===== config.mk =====
export PLATFORM = sky130hd
export DESIGN_NAME = tcp_tx_ctrl
export DESIGN_NICKNAME = d
export VERILOG_FILES = /design/src/rtl/tcp_pkg.sv /design/src/rtl/tcp_tx_ctrl_join.sv /design/src/rtl/tcp_tx_ctrl.sv
export SDC_FILE = /design/constraint.sdc
export NUM_CORES = 1
export LEC_CHECK = 0
export BUFFER_PORTS_ARGS = -buffer_cell sky130_fd_sc_hd__clkbuf_2
export CORE_ASPECT_RATIO = 0.9
export CORE_UTILIZATION = 46
export DETAILED_ROUTE_END_ITERATION = 6
export PLACE_DENSITY_LB_ADDON = 0.05
export REMOVE_ABC_BUFFERS = 1
export SETUP_SLACK_MARGIN = 0.5
export SYNTH_ARGS = -nofsm -noshare
export SYNTH_HDL_FRONTEND = slang
export SYNTH_SLANG_ARGS = --single-unit

===== constraint.sdc =====
create_clock -name clk -period 2.3 [get_ports clk]
set_clock_uncertainty 0.1 [all_clocks]
set_input_delay 0.23 -clock clk [delete_from_list [all_inputs] [get_ports clk]]
set_output_delay 0.23 -clock clk [all_outputs]
set_load 0.005 [all_outputs]

===== src/rtl/tcp_pkg.sv =====
// Shared types for the TCP TX protocol-calc control path.
// State encoding for the tcp_tx_ctrl sequencer.
package tcp_pkg;

  typedef enum logic [2:0] {
    READY   = 3'd0,
    RD_REQ  = 3'd1,
    RD_RESP = 3'd2,
    CALC    = 3'd3,
    OUTPUT  = 3'd4
  } tcp_tx_ctrl_state_e;

endpackage


===== src/rtl/tcp_tx_ctrl_join.sv =====
// N-channel val/rdy issue tracker with sticky per-channel done flags.
// Flags self-clear the cycle all enabled channels have completed.
module tcp_tx_ctrl_join #(
  parameter int N = 4
) (
  input  logic         clk,
  input  logic         rst,
  input  logic         active,
  input  logic [N-1:0] mask,
  input  logic [N-1:0] rdy,
  output logic [N-1:0] val,
  output logic         all_done
);

  logic [N-1:0] done_q;
  logic [N-1:0] hs;

  assign val      = {N{active}} & mask & ~done_q;
  assign hs       = val & rdy;
  assign all_done = active & (&(done_q | hs | ~mask));

  always_ff @(posedge clk or negedge rst) begin
    if (!rst) begin
      done_q <= '0;
    end else if (active) begin
      done_q <= all_done ? '0 : (done_q | hs);
    end
  end

endmodule


===== src/rtl/tcp_tx_ctrl.sv =====
// Control FSM for the TCP TX protocol-calc datapath, one flow in flight.
// Optional perf counters enabled by defining TCP_TX_CTRL_PERF_EN.
module tcp_tx_ctrl
  import tcp_pkg::*;
#(
  parameter int CNT_W = 32
) (
  input  logic clk,
  input  logic rst,
  input  logic sched_tx_req_val,
  output logic sched_tx_req_rdy,
  output logic tx_tail_ptr_rd_req_val,
  input  logic tx_tail_ptr_rd_req_rdy,
  input  logic tx_tail_ptr_rd_resp_val,
  output logic tx_tail_ptr_rd_resp_rdy,
  output logic curr_tx_state_rd_req_val,
  input  logic curr_tx_state_rd_req_rdy,
  input  logic curr_tx_state_rd_resp_val,
  output logic curr_tx_state_rd_resp_rdy,
  output logic rx_state_rd_req_val,
  input  logic rx_state_rd_req_rdy,
  input  logic rx_state_rd_resp_val,
  output logic rx_state_rd_resp_rdy,
  output logic tuple_rd_req_val,
  input  logic tuple_rd_req_rdy,
  input  logic tuple_rd_resp_val,
  output logic tuple_rd_resp_rdy,
  output logic next_tx_state_wr_req_val,
  input  logic next_tx_state_wr_req_rdy,
  output logic tx_sched_update_val,
  input  logic tx_sched_update_rdy,
  output logic proto_calc_tx_pkt_val,
  input  logic proto_calc_tx_pkt_rdy,
  output logic ctrl_datap_store_flowid,
  output logic ctrl_datap_store_state,
  output logic ctrl_datap_store_calc,
  output logic ctrl_datap_store_tuple,
  input  logic datap_ctrl_produce_pkt
`ifdef TCP_TX_CTRL_PERF_EN
  ,
  output logic [CNT_W-1:0] perf_pkts_sent,
  output logic [CNT_W-1:0] perf_reqs_idle
`endif
);

  tcp_tx_ctrl_state_e state;

  logic       st_done, tu_done;
  logic       first_q, need_q, need;
  logic       req_hs;
  logic [3:0] rd_val, rd_rdy;
  logic       rd_all;
  logic       in_resp, st_hs, tu_hs, resp_all;
  logic [2:0] out_val, out_rdy;
  logic       out_all;

  assign sched_tx_req_rdy = rst & (state == READY);
  assign req_hs = sched_tx_req_val & sched_tx_req_rdy;

  assign rd_rdy = {tuple_rd_req_rdy, rx_state_rd_req_rdy,
                   curr_tx_state_rd_req_rdy, tx_tail_ptr_rd_req_rdy};

  tcp_tx_ctrl_join #(.N(4)) u_rd_join (
    .clk      (clk),
    .rst      (rst),
    .active   (state == RD_REQ),
    .mask     (4'hf),
    .rdy      (rd_rdy),
    .val      (rd_val),
    .all_done (rd_all)
  );

  assign tx_tail_ptr_rd_req_val   = rd_val[0];
  assign curr_tx_state_rd_req_val = rd_val[1];
  assign rx_state_rd_req_val      = rd_val[2];
  assign tuple_rd_req_val         = rd_val[3];

  // State words are consumed together so the datap sees a coherent snapshot
  assign in_resp = (state == RD_RESP);
  assign st_hs = in_resp & ~st_done & tx_tail_ptr_rd_resp_val
               & curr_tx_state_rd_resp_val & rx_state_rd_resp_val;
  assign tu_hs = in_resp & ~tu_done & tuple_rd_resp_val;
  assign resp_all = (st_done | st_hs) & (tu_done | tu_hs);

  assign tx_tail_ptr_rd_resp_rdy   = st_hs;
  assign curr_tx_state_rd_resp_rdy = st_hs;
  assign rx_state_rd_resp_rdy      = st_hs;
  assign tuple_rd_resp_rdy         = tu_hs;

  assign ctrl_datap_store_flowid = req_hs;
  assign ctrl_datap_store_state  = st_hs;
  assign ctrl_datap_store_tuple  = tu_hs;
  assign ctrl_datap_store_calc   = (state == CALC);

  // produce_pkt is live on OUTPUT entry, then held for the rest of OUTPUT
  assign need = first_q ? datap_ctrl_produce_pkt : need_q;

  assign out_rdy = {proto_calc_tx_pkt_rdy, tx_sched_update_rdy,
                    next_tx_state_wr_req_rdy};

  tcp_tx_ctrl_join #(.N(3)) u_out_join (
    .clk      (clk),
    .rst      (rst),
    .active   (state == OUTPUT),
    .mask     ({need, 2'b11}),
    .rdy      (out_rdy),
    .val      (out_val),
    .all_done (out_all)
  );

  assign next_tx_state_wr_req_val = out_val[0];
  assign tx_sched_update_val      = out_val[1];
  assign proto_calc_tx_pkt_val    = out_val[2];

  always_ff @(posedge clk or negedge rst) begin
    if (!rst) begin
      state   <= READY;
      st_done <= 1'b0;
      tu_done <= 1'b0;
      first_q <= 1'b0;
      need_q  <= 1'b0;
    end else begin
      unique case (state)
        READY: begin
          if (req_hs) state <= RD_REQ;
        end
        RD_REQ: begin
          if (rd_all) state <= RD_RESP;
        end
        RD_RESP: begin
          if (resp_all) begin
            state   <= CALC;
            st_done <= 1'b0;
            tu_done <= 1'b0;
          end else begin
            st_done <= st_done | st_hs;
            tu_done <= tu_done | tu_hs;
          end
        end
        CALC: begin
          state   <= OUTPUT;
          first_q <= 1'b1;
        end
        OUTPUT: begin
          first_q <= 1'b0;
          need_q  <= need;
          if (out_all) state <= READY;
        end
        default: state <= READY;
      endcase
    end
  end

`ifdef TCP_TX_CTRL_PERF_EN
  always_ff @(posedge clk or negedge rst) begin
    if (!rst) begin
      perf_pkts_sent <= '0;
      perf_reqs_idle <= '0;
    end else begin
      if (proto_calc_tx_pkt_val & proto_calc_tx_pkt_rdy)
        perf_pkts_sent <= perf_pkts_sent + 1'b1;
      if (out_all & ~need)
        perf_reqs_idle <= perf_reqs_idle + 1'b1;
    end
  end
`else
  logic [CNT_W-1:0] unused_cnt_w;
  assign unused_cnt_w = '0;
`endif

endmodule


### Yosys cells after proc, flatten, opt, wreduce, memory -nomap -nowiden

Index checks and enable logic that the tools add are counted.
W data, S select, Z words.

| word-level totals | value |
|---|---|
| output and inout bits | 16 |
| bits in registers | 14 |
| bits of input ports | 15 |
| logic and storage cells | 57 |

| operators by class | value |
|---|---|
| bitwise operators | 26 |
| reduce and logical (&&, ||, !) cells | 5 |
| equality and inequality tests | 8 |
| multiplexer cells | 11 |

Operators with widths:

| kind | number |
|---|---|
| $mux W3 | 5 |
| $pmux W3 S5 | 1 |
| $and A1 B1 Y1 | 11 |
| $and A3 B3 Y3 | 3 |
| $and A4 B4 Y4 | 2 |
| $reduce_and A4 Y1 | 2 |
| $eq A3 B2 Y1 const B | 2 |
| $ne A2 B2 Y1 const B | 3 |
| $not A3 Y3 | 2 |
| $or A3 B3 Y3 | 2 |
| $mux W4 | 1 |
| $not A4 Y4 | 1 |
| $or A4 B4 Y4 | 1 |
| $eq A3 B1 Y1 const B | 1 |
| $eq A3 B3 Y1 const B | 1 |
| $logic_not A3 Y1 | 1 |
| $mux W1 | 3 |
| $reduce_and A3 Y1 | 1 |
| $ne A2 B1 Y1 const B | 1 |
| $not A1 Y1 | 2 |
| $or A1 B1 Y1 | 2 |
| $pmux W1 S2 | 1 |
| $reduce_bool A2 Y1 | 1 |

### Depth between registers and ports, before layout

| depth | value |
|---|---|
| depth after elaboration | 10 |
| gate-level depth with buffers | 6 |
| mapped depth without buffers | 4 |

### Hierarchy

A second synthesis with hierarchy kept.

| second synthesis, totals | value |
|---|---|
| cells, all modules | 96 |
| area, all modules | 855.8 um^2 |

Modules (own cells, without submodules):

| module | instances | area an instance (um^2) | seq. area each (um^2) | cells each |
|---|---|---|---|---|
| tcp_tx_ctrl | 1 | 426.7 | 175.2 | 44 |
| tcp_tx_ctrl_join (u_rd_join) | 1 | 237.7 | 100.1 | 29 |
| tcp_tx_ctrl_join (u_out_join) | 1 | 191.4 | 75.1 | 23 |

### Worst setup path after synthesis

Ideal clock, no wire load.

| timing path | value |
|---|---|
| path type | reg-to-output |
| start | register state[1] |
| end | output curr_tx_state_rd_resp_rdy |
| slack | 0.551 ns |
| buffers on the path | 2 |
| arrival | 1.419 ns |
| data required time | 1.970 ns |
| stages on the path, launching flop included | 6 |
| cell sequence | dfrtp_1 -> buf_2 -> nor3b_1 -> nand2b_1 -> nor2_1 -> buf_4 |

| on the way | value |
|---|---|
| word-level cells in the longest chain between the ends | 5 |

RTL lines:

| element | line | text |
|---|---|---|
| start: declaration | tcp_tx_ctrl.sv:46 | `tcp_tx_ctrl_state_e state;` |
| start signal: assignment | tcp_tx_ctrl.sv:117 | `state <= READY;` |
| start signal: assignment | tcp_tx_ctrl.sv:125 | `if (req_hs) state <= RD_REQ;` |
| start signal: assignment | tcp_tx_ctrl.sv:128 | `if (rd_all) state <= RD_RESP;` |
| $eq A3 B2 Y1 | tcp_tx_ctrl.sv:79 | `assign in_resp = (state == RD_RESP);` |
| $and A1 B1 Y1 (2 in a row) | tcp_tx_ctrl.sv:80 | `assign st_hs = in_resp & ~st_done & tx_tail_ptr_rd_resp_val` |
| $and A1 B1 Y1 (2 in a row) | tcp_tx_ctrl.sv:81 | `& curr_tx_state_rd_resp_val & rx_state_rd_resp_val;` |
| end: declaration | tcp_tx_ctrl.sv:19 | `output logic curr_tx_state_rd_resp_rdy,` |

No other way between the ends.

### Worst setup path after layout

| timing path | value |
|---|---|
| start | register state[0] |
| end | output proto_calc_tx_pkt_val |

| on the way | value |
|---|---|
| word-level cells in the longest chain between the ends | 3 |

RTL lines:

| element | line | text |
|---|---|---|
| $eq A3 B3 Y1 | tcp_tx_ctrl.sv:104 | `.active (state == OUTPUT),` |
| $and A3 B3 Y3 (2 in a row) | tcp_tx_ctrl_join.sv:18 | `assign val = {N{active}} & mask & ~done_q;` |
| end: declaration | tcp_tx_ctrl.sv:32 | `output logic proto_calc_tx_pkt_val,` |

No other way between the ends.

==> summary.md <==
| Metric | Value |
|---|---|
| Synth Register Bits | `14` |
| Power per cell area | `about 1200 nW/um^2` |
| Final worst path period share | `80.11%` |
| Outcome | `finished, final reports clean` |
| Vias in the first global route | `between 600 and 700` |
| Final Max Tran Viols | `0` |
| Mux cell area share after synthesis | `roughly 2.8%` |
| Worst-path clk slew | `approximately 0.09 ns` |
| Synth Area in Simple Gates | `around a quarter` |
| Total track usage | `between 20% and 30%` |
| Largest net degree at the start of global routing | `16` |
| Via/cell ratio | `roughly 5` |
| Syn Area/Cell | `between 9 and 10 sq um` |
| Root buffer cell | `clkbuf_4` |
| CTS sink cnt | `14` |
| Cell Count, Final, Fillers Out | `144` |
| RSZ-0062 raised after global routing | `yes` |
| Worst path max stage delay | `between 0.4 and 0.5 ns` |
| Final setup viols | `0` |
| Synth-to-layout area growth | `44.89%` |
| Final hold vios | `0` |
| RD Place Congestion | `between 0.6 and 0.7` |
| Adder-Cell Fraction of Synth Area | `0%` |
| CTS max path bufs | `2` |
| Leak Pwr | `~0.56 nW` |
| Overall power | `~1.3 mW` |
| Worst hold path type | `in -> reg` |
| XOR/XNOR share of the synthesized area | `0%` |
| Worst path slowest cell | `dfrtp_2` |
| Die area | `1789 sq um` |
| Maximum VDD drop | `about 780 uV` |
| Async set-reset flop share out of synthesis | `100.0%` |
| Ys flop type | `dfrtp_1` |
| Die H | `~40 um` |
| Leading area contributor after synthesis | `dfrtp_1` |
| Chip Width | `44.48 um` |
| Final min period | `about 1.8 ns` |
| # nets final | `138` |
| Fill count | `about 110` |
| Initial Utilization | `between 50% and 60%` |
| Clock Latency Late Sink | `0.30 ns` |
| Share of cells above drive strength 1 | `between 50% and 60%` |
| Final TNS setup | `0 ns` |
| CP Class | `reg -> out` |
| Mapped Cells | `80` |
| Synth area leaders | `dfrtp_1 (47%), a21oi_1 (8.0%), nor2_1 (7.0%)` |
| Total number of vias | `a little over 700` |
| Final WS setup | `~0.46 ns` |
| Yosys cell types | `29` |
| Post-route design area | `between 1000 and 1500 sq um` |
| Cell count after placement | `~130` |
| Most instantiated cells after synthesis | `dfrtp_1 (14), nor2_1 (14), a21oi_1 (12), nand2_1 (7), buf_4 (4)` |
| Minimum hold slack | `just over 0.08 ns` |
| PortBufs | `30` |
| Detail Route Antenna Nets | `0` |
| Fmax | `0.5427 GHz` |
| Post-synth EDFFs | `0` |
| Synth Area in Compound Gates | `between 10% and 20%` |
| Diode count | `0` |
| CP bufs+invs | `1` |
| Post-synth top area share | `approximately 47%` |
| Synthesized area | `~750 sq um` |
| Grt total ovfl | `0` |
| Placed wire-length estimate | `roughly 1.1 mm` |
| DRC viols | `0` |
| Placed cell areas | `roughly 900 sq um` |
| Least-Margin Pin Slew | `~0.33 ns` |
| DR WL/cell | `approximately 12 um` |
| Global-route wire length before repair | `approximately 2.8 mm` |
| Setup WS pre-CTS | `around 0.42 ns` |
| Initial antenna violation count | `0` |
| Initial DRC Count | `9` |
| Startpoint types | `flip-flop` |
| Main combinational cell family by area after synthesis | `simple AND/OR/NAND/NOR gates` |
| Slew Limit Headroom | `a little under 80%` |
| Syn. warnings | `0` |
| Worst-path fanout max | `6` |
| Max-cap violations | `0` |
| Seq/Total Area, Yosys | `46.90%` |
| Core area | `approximately 1500 sq um` |
| Drt pass-1 iters | `4` |
| CP endpoint kind | `primary output` |
| Worst R2R Setup Slack | `roughly 0.55 ns` |
| Top cell family by delay on the critical path | `simple AND/OR/NAND/NOR gates` |
| Cells along the critical path | `or3b_4 -> nor3_2 -> clkbuf_2` |
| Htree depth | `1` |
| CTS Buf Count | `3` |
| Row cnt | `13` |
| CP Data Required Time | `around 2.0 ns` |
| WL final | `~1.8 mm` |
| CP Data Arrival Time | `around 1.5 ns` |
| I/O pins | `31` |
| CTS tree | `done` |
| Fin util | `approximately 73%` |
[worst reg2reg max path: cells and delay by family, from the launching register on]
| kind | cells | cell delay (ns) |
|---|---|---|
| flops | 1 | 0.47 |
| compound gates | 2 | 0.19 |
| buf+inv | 1 | 0.19 |
| simple gates | 2 | 0.66 |
[where the power goes]
group | switching [mW] | leakage, nW | total, mW | internal, mW
Clock | 0.0911 | 0.0210 | 0.188 | 0.0967
Combinational | 0.295 | 0.371 | 0.604 | 0.310
Sequential | 0.118 | 0.164 | 0.484 | 0.366
Total | 0.504 | 0.556 | 1.28 | 0.772
[worst paths after layout]
kind                       cells past startpoint              startpoint                    end
setup / recovery                               3                state[0]  proto_calc_tx_pkt_val
hold / removal                                 2  datap_ctrl_produce_pkt                 need_q
setup reg to reg                               5                state[1]    u_rd_join.done_q[0]
hold reg to reg                                1                  need_q                 need_q
max in group asynchronous                      3                     rst               state[1]
min in group asynchronous                      3                     rst                 need_q
[cell type report]
class                   count  area (sq um)  share of cell area, %
inverters                   2         7.507                 0.6936
clock buffers               4         36.28                  3.353
multi-input cells          57         391.6                  36.18
flip-flops and latches     14         354.1                  32.72
well taps                  22         27.53                  2.543
repair buffers             45         265.3                  24.51
[per-layer routing]
metal	share of wire [%]	track usage, %	vias to the layer above	wire length [um]
li1	-	-	358	-
met2	44	38.60	29	788
met5	0	0	-	0
met3	5.5	5.405	5	98
met1	48	29.04	332	870
met4	2.1	11.36	0	37
[sequential cells by signal (all words and copies together), names as in the netlist]
| name | cells |
|---|---|
| u_rd_join.done_q | 4 |
| state | 3 |
| u_out_join.done_q | 3 |
| first_q | 1 |
| need_q | 1 |
| st_done | 1 |
| tu_done | 1 |
[cells in the final DEF, fill, tap and decap left out, types with 2 or more instances in the layout]
cell | netlist | final
nand2_2 | 0 | 2
dfrtp_1 | 14 | 11
clkbuf_2 | 0 | 28
nor2_1 | 14 | 12
buf_4 | 4 | 14
buf_2 | 2 | 2
clkbuf_4 | 0 | 3
dfrtp_2 | 0 | 3
nand2_1 | 7 | 5
a21oi_2 | 2 | 2
and2_1 | 2 | 2
a21oi_1 | 12 | 12
inv_1 | 2 | 2
nor3b_2 | 0 | 2
[logic make-up after synthesis]
family,count (synthesis)
AO/OA/AOI/OAI,21
AND/OR/NAND/NOR,34
flip-flops,14
buffers and inverters,9
multiplexers,2
[timing repair]
action / CTS / global route
hold buffers: 1 / 0
hold endpoints to repair: 14 / 0
pin swaps: 3 / 6
gates resized for setup: 9 / 7
setup endpoints to repair: 16 / 17
setup buffers: 8 / 4
Note: power is estimated with default switching activity, not from simulation.
